<file path="src/rtl/aes_seq_pkg.sv">
// Shared types and round constants for the AES input sequencer.
package aes_seq_pkg;

  typedef enum logic [1:0] {
    WAIT_KEY = 2'd0,
    IDLE     = 2'd1,
    RUN      = 2'd2,
    DRAIN    = 2'd3
  } state_e;

  typedef enum logic [1:0] {
    MODE_128  = 2'd0,
    MODE_192  = 2'd1,
    MODE_256  = 2'd2,
    MODE_RSVD = 2'd3
  } mode_e;

  localparam int unsigned NR_W = 4;

  localparam logic [NR_W-1:0] NR128 = 4'd10;
  localparam logic [NR_W-1:0] NR192 = 4'd12;
  localparam logic [NR_W-1:0] NR256 = 4'd14;

  // Round count for a key-size mode; the reserved encoding runs as AES-128.
  function automatic logic [NR_W-1:0] nr_of(input logic [1:0] mode);
    case (mode_e'(mode))
      MODE_192: return NR192;
      MODE_256: return NR256;
      default:  return NR128;
    endcase
  endfunction

endpackage

</file>
<file path="src/rtl/aes_in_capture.sv">
// Block capture register for the AES input sequencer.
// Define AES_IN_BYTE_SWAP_EN to byte-reverse every word on capture (WORD_W must be a multiple of 8).
module aes_in_capture
  import aes_seq_pkg::*;
#(
  parameter int unsigned WORD_W    = 32,
  parameter int unsigned NUM_WORDS = 4
) (
  input  logic                          clk_i,
  input  logic                          rst_i,
  input  logic                          en_i,
  input  logic [WORD_W*NUM_WORDS-1:0]   data_i,
  output logic [WORD_W*NUM_WORDS-1:0]   blk_o
);

  localparam int unsigned BLK_W = WORD_W * NUM_WORDS;

  logic [BLK_W-1:0] blk_d;
  logic [BLK_W-1:0] blk_q;

`ifdef AES_IN_BYTE_SWAP_EN
  localparam int unsigned BYTES_PER_WORD = WORD_W / 8;

  // Reverse byte order within each word, word positions unchanged.
  always_comb begin
    blk_d = data_i;
    for (int w = 0; w < int'(NUM_WORDS); w++) begin
      for (int b = 0; b < int'(BYTES_PER_WORD); b++) begin
        blk_d[w*int'(WORD_W) + b*8 +: 8] =
          data_i[w*int'(WORD_W) + (int'(BYTES_PER_WORD) - 1 - b)*8 +: 8];
      end
    end
  end
`else
  assign blk_d = data_i;
`endif

  always_ff @(posedge clk_i) begin
    if (rst_i) begin
      blk_q <= '0;
    end else if (en_i) begin
      blk_q <= blk_d;
    end
  end

  assign blk_o = blk_q;

endmodule

</file>
<file path="src/rtl/aes_in_sequencer.sv">
// Input-fetch and load-window sequencer for the AES core: key-setup wait, block accept, timed RUN.
// Optional AES_IN_BYTE_SWAP_EN byte-reverses each captured word; timing is unaffected.
module aes_in_sequencer
  import aes_seq_pkg::*;
#(
  parameter int unsigned WORD_W           = 32,
  parameter int unsigned NUM_WORDS        = 4,
  parameter int unsigned KEY_SETUP_CYCLES = 18,
  parameter int unsigned PAD_CYCLES       = 6,
  parameter int unsigned CNT_W            = 5
) (
  input  logic                        clk_i,
  input  logic                        rst_i,
  input  logic [1:0]                  mode_i,
  input  logic                        in_valid_i,
  output logic                        in_ready_o,
  input  logic [WORD_W*NUM_WORDS-1:0] in_data_i,
  output logic [WORD_W*NUM_WORDS-1:0] blk_data_o,
  output logic                        load_o,
  output logic                        start_o,
  output logic                        key_rst_o,
  output logic                        busy_o,
  output logic                        mode_err_o
);

  localparam logic [CNT_W-1:0] KEY_LAST = CNT_W'(KEY_SETUP_CYCLES - 1);
  localparam logic [CNT_W-1:0] KEY_PRE  = CNT_W'(KEY_SETUP_CYCLES - 2);

  state_e           state_q;
  logic [CNT_W-1:0] cnt_q;
  logic [CNT_W-1:0] last_q;
  logic [CNT_W-1:0] last_d;
  logic             load_q;
  logic             start_q;
  logic             key_rst_q;
  logic             busy_q;
  logic             mode_err_q;
  logic             accept;

  assign in_ready_o = (state_q == IDLE) || (state_q == DRAIN);
  assign accept     = in_valid_i && in_ready_o;

  // Terminal RUN count for the incoming block: NR + PAD_CYCLES cycles, counted from 0.
  assign last_d = CNT_W'(nr_of(mode_i)) + CNT_W'(PAD_CYCLES - 1);

  always_ff @(posedge clk_i) begin
    if (rst_i) begin
      state_q    <= WAIT_KEY;
      cnt_q      <= '0;
      last_q     <= '0;
      load_q     <= 1'b0;
      start_q    <= 1'b0;
      key_rst_q  <= 1'b0;
      busy_q     <= 1'b0;
      mode_err_q <= 1'b0;
    end else begin
      start_q    <= 1'b0;
      key_rst_q  <= 1'b0;
      mode_err_q <= 1'b0;
      unique case (state_q)
        WAIT_KEY: begin
          // key_rst lands in the last key-setup cycle, so it is set one count early.
          key_rst_q <= (cnt_q == KEY_PRE);
          if (cnt_q == KEY_LAST) begin
            state_q <= IDLE;
            cnt_q   <= '0;
          end else begin
            cnt_q <= cnt_q + CNT_W'(1);
          end
        end
        IDLE, DRAIN: begin
          if (accept) begin
            state_q    <= RUN;
            cnt_q      <= '0;
            last_q     <= last_d;
            load_q     <= 1'b1;
            start_q    <= 1'b1;
            busy_q     <= 1'b1;
            mode_err_q <= (mode_i == MODE_RSVD);
          end else begin
            state_q <= IDLE;
            busy_q  <= 1'b0;
          end
        end
        RUN: begin
          if (cnt_q == last_q) begin
            state_q <= DRAIN;
            cnt_q   <= '0;
            load_q  <= 1'b0;
          end else begin
            cnt_q <= cnt_q + CNT_W'(1);
          end
        end
        default: state_q <= WAIT_KEY;
      endcase
    end
  end

  aes_in_capture #(
    .WORD_W    (WORD_W),
    .NUM_WORDS (NUM_WORDS)
  ) u_capture (
    .clk_i  (clk_i),
    .rst_i  (rst_i),
    .en_i   (accept),
    .data_i (in_data_i),
    .blk_o  (blk_data_o)
  );

  assign load_o     = load_q;
  assign start_o    = start_q;
  assign key_rst_o  = key_rst_q;
  assign busy_o     = busy_q;
  assign mode_err_o = mode_err_q;

endmodule

</file>
<file path="config.mk">
export PLATFORM = sky130hd
export DESIGN_NAME = aes_in_sequencer
export DESIGN_NICKNAME = d
export VERILOG_FILES = /design/src/rtl/aes_seq_pkg.sv /design/src/rtl/aes_in_capture.sv /design/src/rtl/aes_in_sequencer.sv
export SDC_FILE = /design/constraint.sdc
export NUM_CORES = 1
export LEC_CHECK = 0
export CAP_MARGIN = 40
export CORE_MARGIN = 8
export CORE_UTILIZATION = 36
export DETAILED_ROUTE_END_ITERATION = 8
export PLACE_DENSITY_LB_ADDON = 0.08
export SYNTH_ARGS = -nofsm -noshare
export SYNTH_HDL_FRONTEND = slang
export SYNTH_SLANG_ARGS = --single-unit
export TNS_END_PERCENT = 50
</file>
<file path="constraint.sdc">
create_clock -name clk_i -period 1.37 [get_ports clk_i]
set_clock_uncertainty 0.2 [all_clocks]
set_input_delay 0.2055 -clock clk_i [delete_from_list [all_inputs] [get_ports clk_i]]
set_output_delay 0.2055 -clock clk_i [all_outputs]
set_load 0.01 [all_outputs]
</file>
-- After elaboration in Yosys (flattened, before gate mapping)
Index checks and enable logic that the tools add are counted.
- mux-type cells: 13
- bitwise logic cells: 3
- eq/ne operators: 12
- $add $sub $neg: 2
- reduce and logical (&&, ||, !) cells: 11
- operators with widths (cell ; number):
    $mux W5 ; 3
    $pmux W5 S3 ; 1
    $eq A5 B5 Y1 const B ; 2
    $eq A2 B2 Y1 const B ; 4
    $mux W2 ; 3
    $ne A2 B2 Y1 const B ; 3
    $pmux W2 S3 ; 1
    $pmux W3 S2 ; 1
    $reduce_or A2 Y1 ; 3
    $add A4 B3 Y5 const B ; 1
    $add A5 B1 Y5 const B ; 1
    $eq A5 B5 Y1 ; 1
    $eq A2 B1 Y1 const B ; 2
    $reduce_and A2 Y1 ; 2
    $mux W1 ; 3
    $not A1 Y1 ; 3
    $reduce_and A3 Y1 ; 1
    $reduce_or A3 Y1 ; 1
    $logic_not A2 Y1 ; 1
    $pmux W1 S2 ; 1
    $reduce_bool A2 Y1 ; 1
    $logic_and A1 B1 Y1 ; 1
    $logic_or A1 B1 Y1 ; 1
- register bits: 145
- output and inout port bits: 134
- input bits: 133
- logic and storage cells: 50

-- Depth between registers and ports, before layout
- depth in word-level cells: 5
- mapped depth: 7
- mapped depth without buffers: 5

-- Modules after synthesis
Synthesis repeated with hierarchy kept, for this count alone.
- cell total of the unflattened synthesis: 486
- area, all modules: 5373.9 sq um
- modules (own cells, without submodules) (module ; sequential area each (sq um) ; instances ; area an instance (sq um) ; cells an instance):
    aes_in_capture ; 2562.5 ; 1 ; 4652.0 ; 412
    aes_in_sequencer ; 320.3 ; 1 ; 721.9 ; 74

-- Worst setup path before layout
No wires, ideal clock.
- kind: reg2reg
- start point: register cnt_q[1]
- end point: register state_q[0]
- library setup time: 131 ps
- data required time: 1039 ps
- cell stages (with the launch flop): 6
- period minus slack after synthesis: 1514 ps
- path slack: -144 ps
- arrival time: 1184 ps
- buffers on the path: 0
- cells stage by stage: dfxtp_1 > inv_1 > ha_1 > a311oi_1 > a21oi_1 > nor3b_2
- word-level cells in the longest chain between the ends: 3
- elaborated cells on any way between the ends: 5
- those cells by class: eq/ne (4); reduce/logical (1)
- ends and longest elaborated chain (item ; RTL line ; source):
    from (decl) ; aes_in_sequencer.sv:30 ; logic [CNT_W-1:0] cnt_q;
    from (signal assigned) ; aes_in_sequencer.sv:68 ; cnt_q <= cnt_q + CNT_W'(1);
    from (signal assigned) ; aes_in_sequencer.sv:91 ; cnt_q <= cnt_q + CNT_W'(1);
    $eq A5 B5 Y1, on equally long branches ; aes_in_sequencer.sv:86, aes_in_sequencer.sv:64 ;
    $ne A2 B2 Y1 (no line) ; - ;
    $reduce_and A2 Y1 (no line) * ; - ;
    to (signal assigned) ; aes_in_sequencer.sv:81 ; state_q <= IDLE;
    to (signal assigned) ; aes_in_sequencer.sv:87 ; state_q <= DRAIN;
    to (signal assigned) ; aes_in_sequencer.sv:94 ; default: state_q <= WAIT_KEY;
    to (decl) ; aes_in_sequencer.sv:29 ; state_e state_q;
Mark *: on every way between the ends. The rest lies on a longest branch, timed or not.
A chain may end at the register's enable or synchronous reset.

-- Worst setup path in the final report
- start point: register state_q[0]
- end point: output in_ready_o
- word-level cells in the longest chain between the ends: 2
- elaborated cells on any way between the ends: 3
- those cells by class: eq/ne (2); reduce/logical (1)
- ends and longest elaborated chain (item ; RTL line ; source):
    from (signal assigned) ; aes_in_sequencer.sv:48 ; state_q <= WAIT_KEY;
    from (signal assigned) ; aes_in_sequencer.sv:65 ; state_q <= IDLE;
    from (signal assigned) ; aes_in_sequencer.sv:73 ; state_q <= RUN;
    $eq A2 B1 Y1 / $eq A2 B2 Y1 (equally long branches) ; aes_in_sequencer.sv:40 ; assign in_ready_o = (state_q == IDLE) || (state_q == DRAIN);
    $logic_or A1 B1 Y1 * ; aes_in_sequencer.sv:40 ;
    to (decl) ; aes_in_sequencer.sv:16 ; output logic in_ready_o,
Marks and branches as above.

==> summary.txt <==
Setup path
  • CP Launch Type: register
  • Family with the most delay on the worst path: flip-flops
  • CP peak stage delay: 390 ps
  • Critical path class: register to output pin
  • Stages on the worst setup path: 1
  • Cell Chain, Critical Path: clkdlybuf4s15_2
  • Worst path slowest cell: dfxtp_2
  • Critical path required time: 960 ps
  • CP max FO: 6
  • Path depth of the worst reg2reg path: 5
  • Worst Setup End Kind: output pin
  • Bufs and invs on worst path: 1
  • Worst Path Arrival: around 1100 ps

Synthesis
  • Biggest area consumer among synthesized cells: dfxtp_1
  • Seq/Total Area, Yosys: 0.563
  • Synth top area share: 0.563
  • Synth warn: 0
  • Synth Cell Area: 0.00512 mm²
  • Post-synth EDFFs: 0
  • Syn Inst Count: 631
  • Synth top area cells: dfxtp_1 56%, nand2_1 19%, a21oi_1 13%
  • Mapped Nets: 769
  • Asr flop ratio synth: 0
  • Syn avg cell area: slightly above 8 µm²
  • Seq cells post-synth: 144
  • Most numerous cell in the Yosys netlist: nand2_1
  • Distinct cell type count after synthesis: 29
  • Most common library cells after synthesis: 259 x nand2_1, 144 x dfxtp_1, 133 x a21oi_1, 21 x clkbuf_1, 17 x buf_2
  • Ys flop type: dfxtp_1

Floorplan
  • Core ar.: 0.0139 mm²
  • Die area: 0.0183 mm²
  • Die Ht: about 140 µm
  • Top Ports: 267
  • Starting density of the core: 0.369
  • Row count: 43
  • Die W: 135 µm

Timing
  • Worst-margin pin slew: 355 ps
  • Fmax: 0.687 GHz
  • Setup WS post-layout: -86.5 ps
  • RSZ-0062 raised after global routing: true
  • Max Slew Vio Count: 0
  • Tcrit/Tclk final: 1.06
  • Min Tclk post-route: 1460 ps
  • Max-slew headroom: 0.763
  • Final setup fails: 37
  • Final hold vios: 0
  • Setup_tns: -776 ps

Layout
  • N_diodes: 0
  • Layout area overhead: 60.4%
  • Share of cells above drive strength 1: 0.242
  • Cell Count, Final, Fillers Out: 1,093
  • Final net count: 1,040
  • Number of flip-flops in the largest register: 128
  • Finished Cell Area: 0.00822 mm²

Detailed routing
  • DRC viols: 0
  • DRT Pass-1 Iters: 4
  • Final ANT Viol Nets: 0
  • Post-DR vias/cell: 4.73
  • Wirelength, routed: 17,600 µm
  • Vias: 5,168
  • Initial drt markers: 246
  • Post-detailed-route wirelength per cell: 16.1 µm

Power
  • Pleak: ~3.3 nW
  • Overall Power: around 9.3 mW
  • VDD IR-drop max: 0.755 mV
  • Pwr dens: ~1100 mW/mm²

Hold path
  • Hold Path Depth: 3
  • Worst hold path type: input pin to register

Placed design
  • Placed Area: 0.00810 mm²
  • HPWL after detailed placement: 12,600 µm
  • GPL Wtd Cong: 0.803
  • Pre-CTS setup slack: -354 ps
  • I/O Buffers: 266
  • Inst Count DP: 1,056

Global routing
  • Vias in the first global route: 5,054
  • Global-route wire length before repair: roughly 26,000 µm
  • GR Overflow Total: 0
  • Top Usage Layer GRT: met2
  • Met2 Use GR: 0.303
  • M3 GR Usage: 0.0898
  • GRT Util Overall: 0.182
  • Initial antenna violation count: 0
  • M1 GR Usage: 0.193
  • Largest net degree at the start of global routing: 50

Status
  • Status: finished with violations
  • Failing checks: setup timing

Clock tree
  • CTS tree: built
  • Clock Tree Buf Depth: 2
  • CTS H-tree depth: 4
  • Worst skew pair latency: 410 ps
  • Root Driver: clkbuf_16
  • Num CTS Buffers: 17
  • Clk slew on worst S/H paths: roughly 50 ps
  • Sink Count: around 140

Flow run
  • Max-cap violation count: 0
-- area by class of cell --
class	instances	area, µm²
Inverter	3	11.3
Fill cell	1289	5660
Multi-Input combinational cell	437	2070
Sequential cell	144	2900
Clock inverter	7	85.1
Clock buffer	23	478
Tap cell	180	225
Timing Repair Buffer	299	2440
-- per-layer routing --
metal	routed length (µm)	up-vias
li1	-	2576
met1	6760	2358
met2	8440	208
met3	2030	26
met4	369	0
met5	0	-
-- kinds of logic (layout without fill, tap and decap cells) --
| kind of cell | count (synthesis) | count (layout) | share of synthesized area |
|---|---|---|---|
| and+or+nand+nor | 285 | 285 | 0.219 |
| DFF | 144 | 144 | 0.563 |
| AOI/OAI and AO/OA | 140 | 140 | 0.142 |
| buffers and inverters | 50 | 332 | 0.0525 |
| xor gates and xnor gates | 7 | 7 | 0.0120 |
| adders and majority gates | 5 | 5 | 0.0122 |
-- cell usage in the layout (no fill, tap or decap), types with 2 or more instances in the layout --
| cell | netlist | routed |
|---|---|---|
| nor2_1 | 6 | 6 |
| buf_2 | 17 | 133 |
| nor2b_1 | 2 | 2 |
| nand4_1 | 2 | 2 |
| bufinv_16 | 0 | 2 |
| dfxtp_2 | 0 | 11 |
| clkbuf_16 | 0 | 20 |
| nand2_1 | 259 | 259 |
| inv_1 | 3 | 2 |
| dfxtp_4 | 0 | 2 |
| clkdlybuf4s50_1 | 0 | 131 |
| buf_4 | 2 | 19 |
| clkinv_2 | 0 | 5 |
| nor3_1 | 5 | 4 |
| ha_1 | 5 | 4 |
| xnor2_2 | 0 | 3 |
| clkbuf_1 | 21 | 3 |
| dfxtp_1 | 144 | 131 |
| a21oi_1 | 133 | 132 |
| xor2_1 | 3 | 3 |
| clkbuf_8 | 0 | 3 |
| nand2b_1 | 3 | 3 |
| buf_12 | 0 | 10 |
-- path summary, 6_finish.rpt --
check                             from                   end  slack, ps
hold / removal           in_data_i[94]   u_capture.blk_o[94]        140
setup / recovery            state_q[0]            in_ready_o        -90
hold reg to reg   u_capture.blk_o[118]  u_capture.blk_o[118]        250
setup reg to reg              cnt_q[1]            state_q[0]        -80
-- report_power, final --
part / switching [mW] / internal (mW) / total (mW)
Sequential: 0.0139 / 4.20 / 4.21
Combinational: 0.182 / 0.419 / 0.601
Clock: 1.65 / 2.79 / 4.44
Total: 1.85 / 7.40 / 9.25
-- repair_timing --
action / CTS / global route
gates resized for setup: 556 / 2
hold buffers: 1 / 0
endpoints found under the setup margin: 270 / 83
gates cloned: 0 / 3
setup buffers: 1 / 2
hold endpoints to repair: 11 / 0
pin swaps: 4 / 6
-- stage by stage --
stage                     utilization  hold slack [ps]
after detailed placement        0.584              246
after global placement          0.584              241
after CTS                       0.584              113
final                           0.592              136
after floorplan                     -              141
after global routing            0.592              127
No activity file was read; power rests on OpenSTA's default activity.
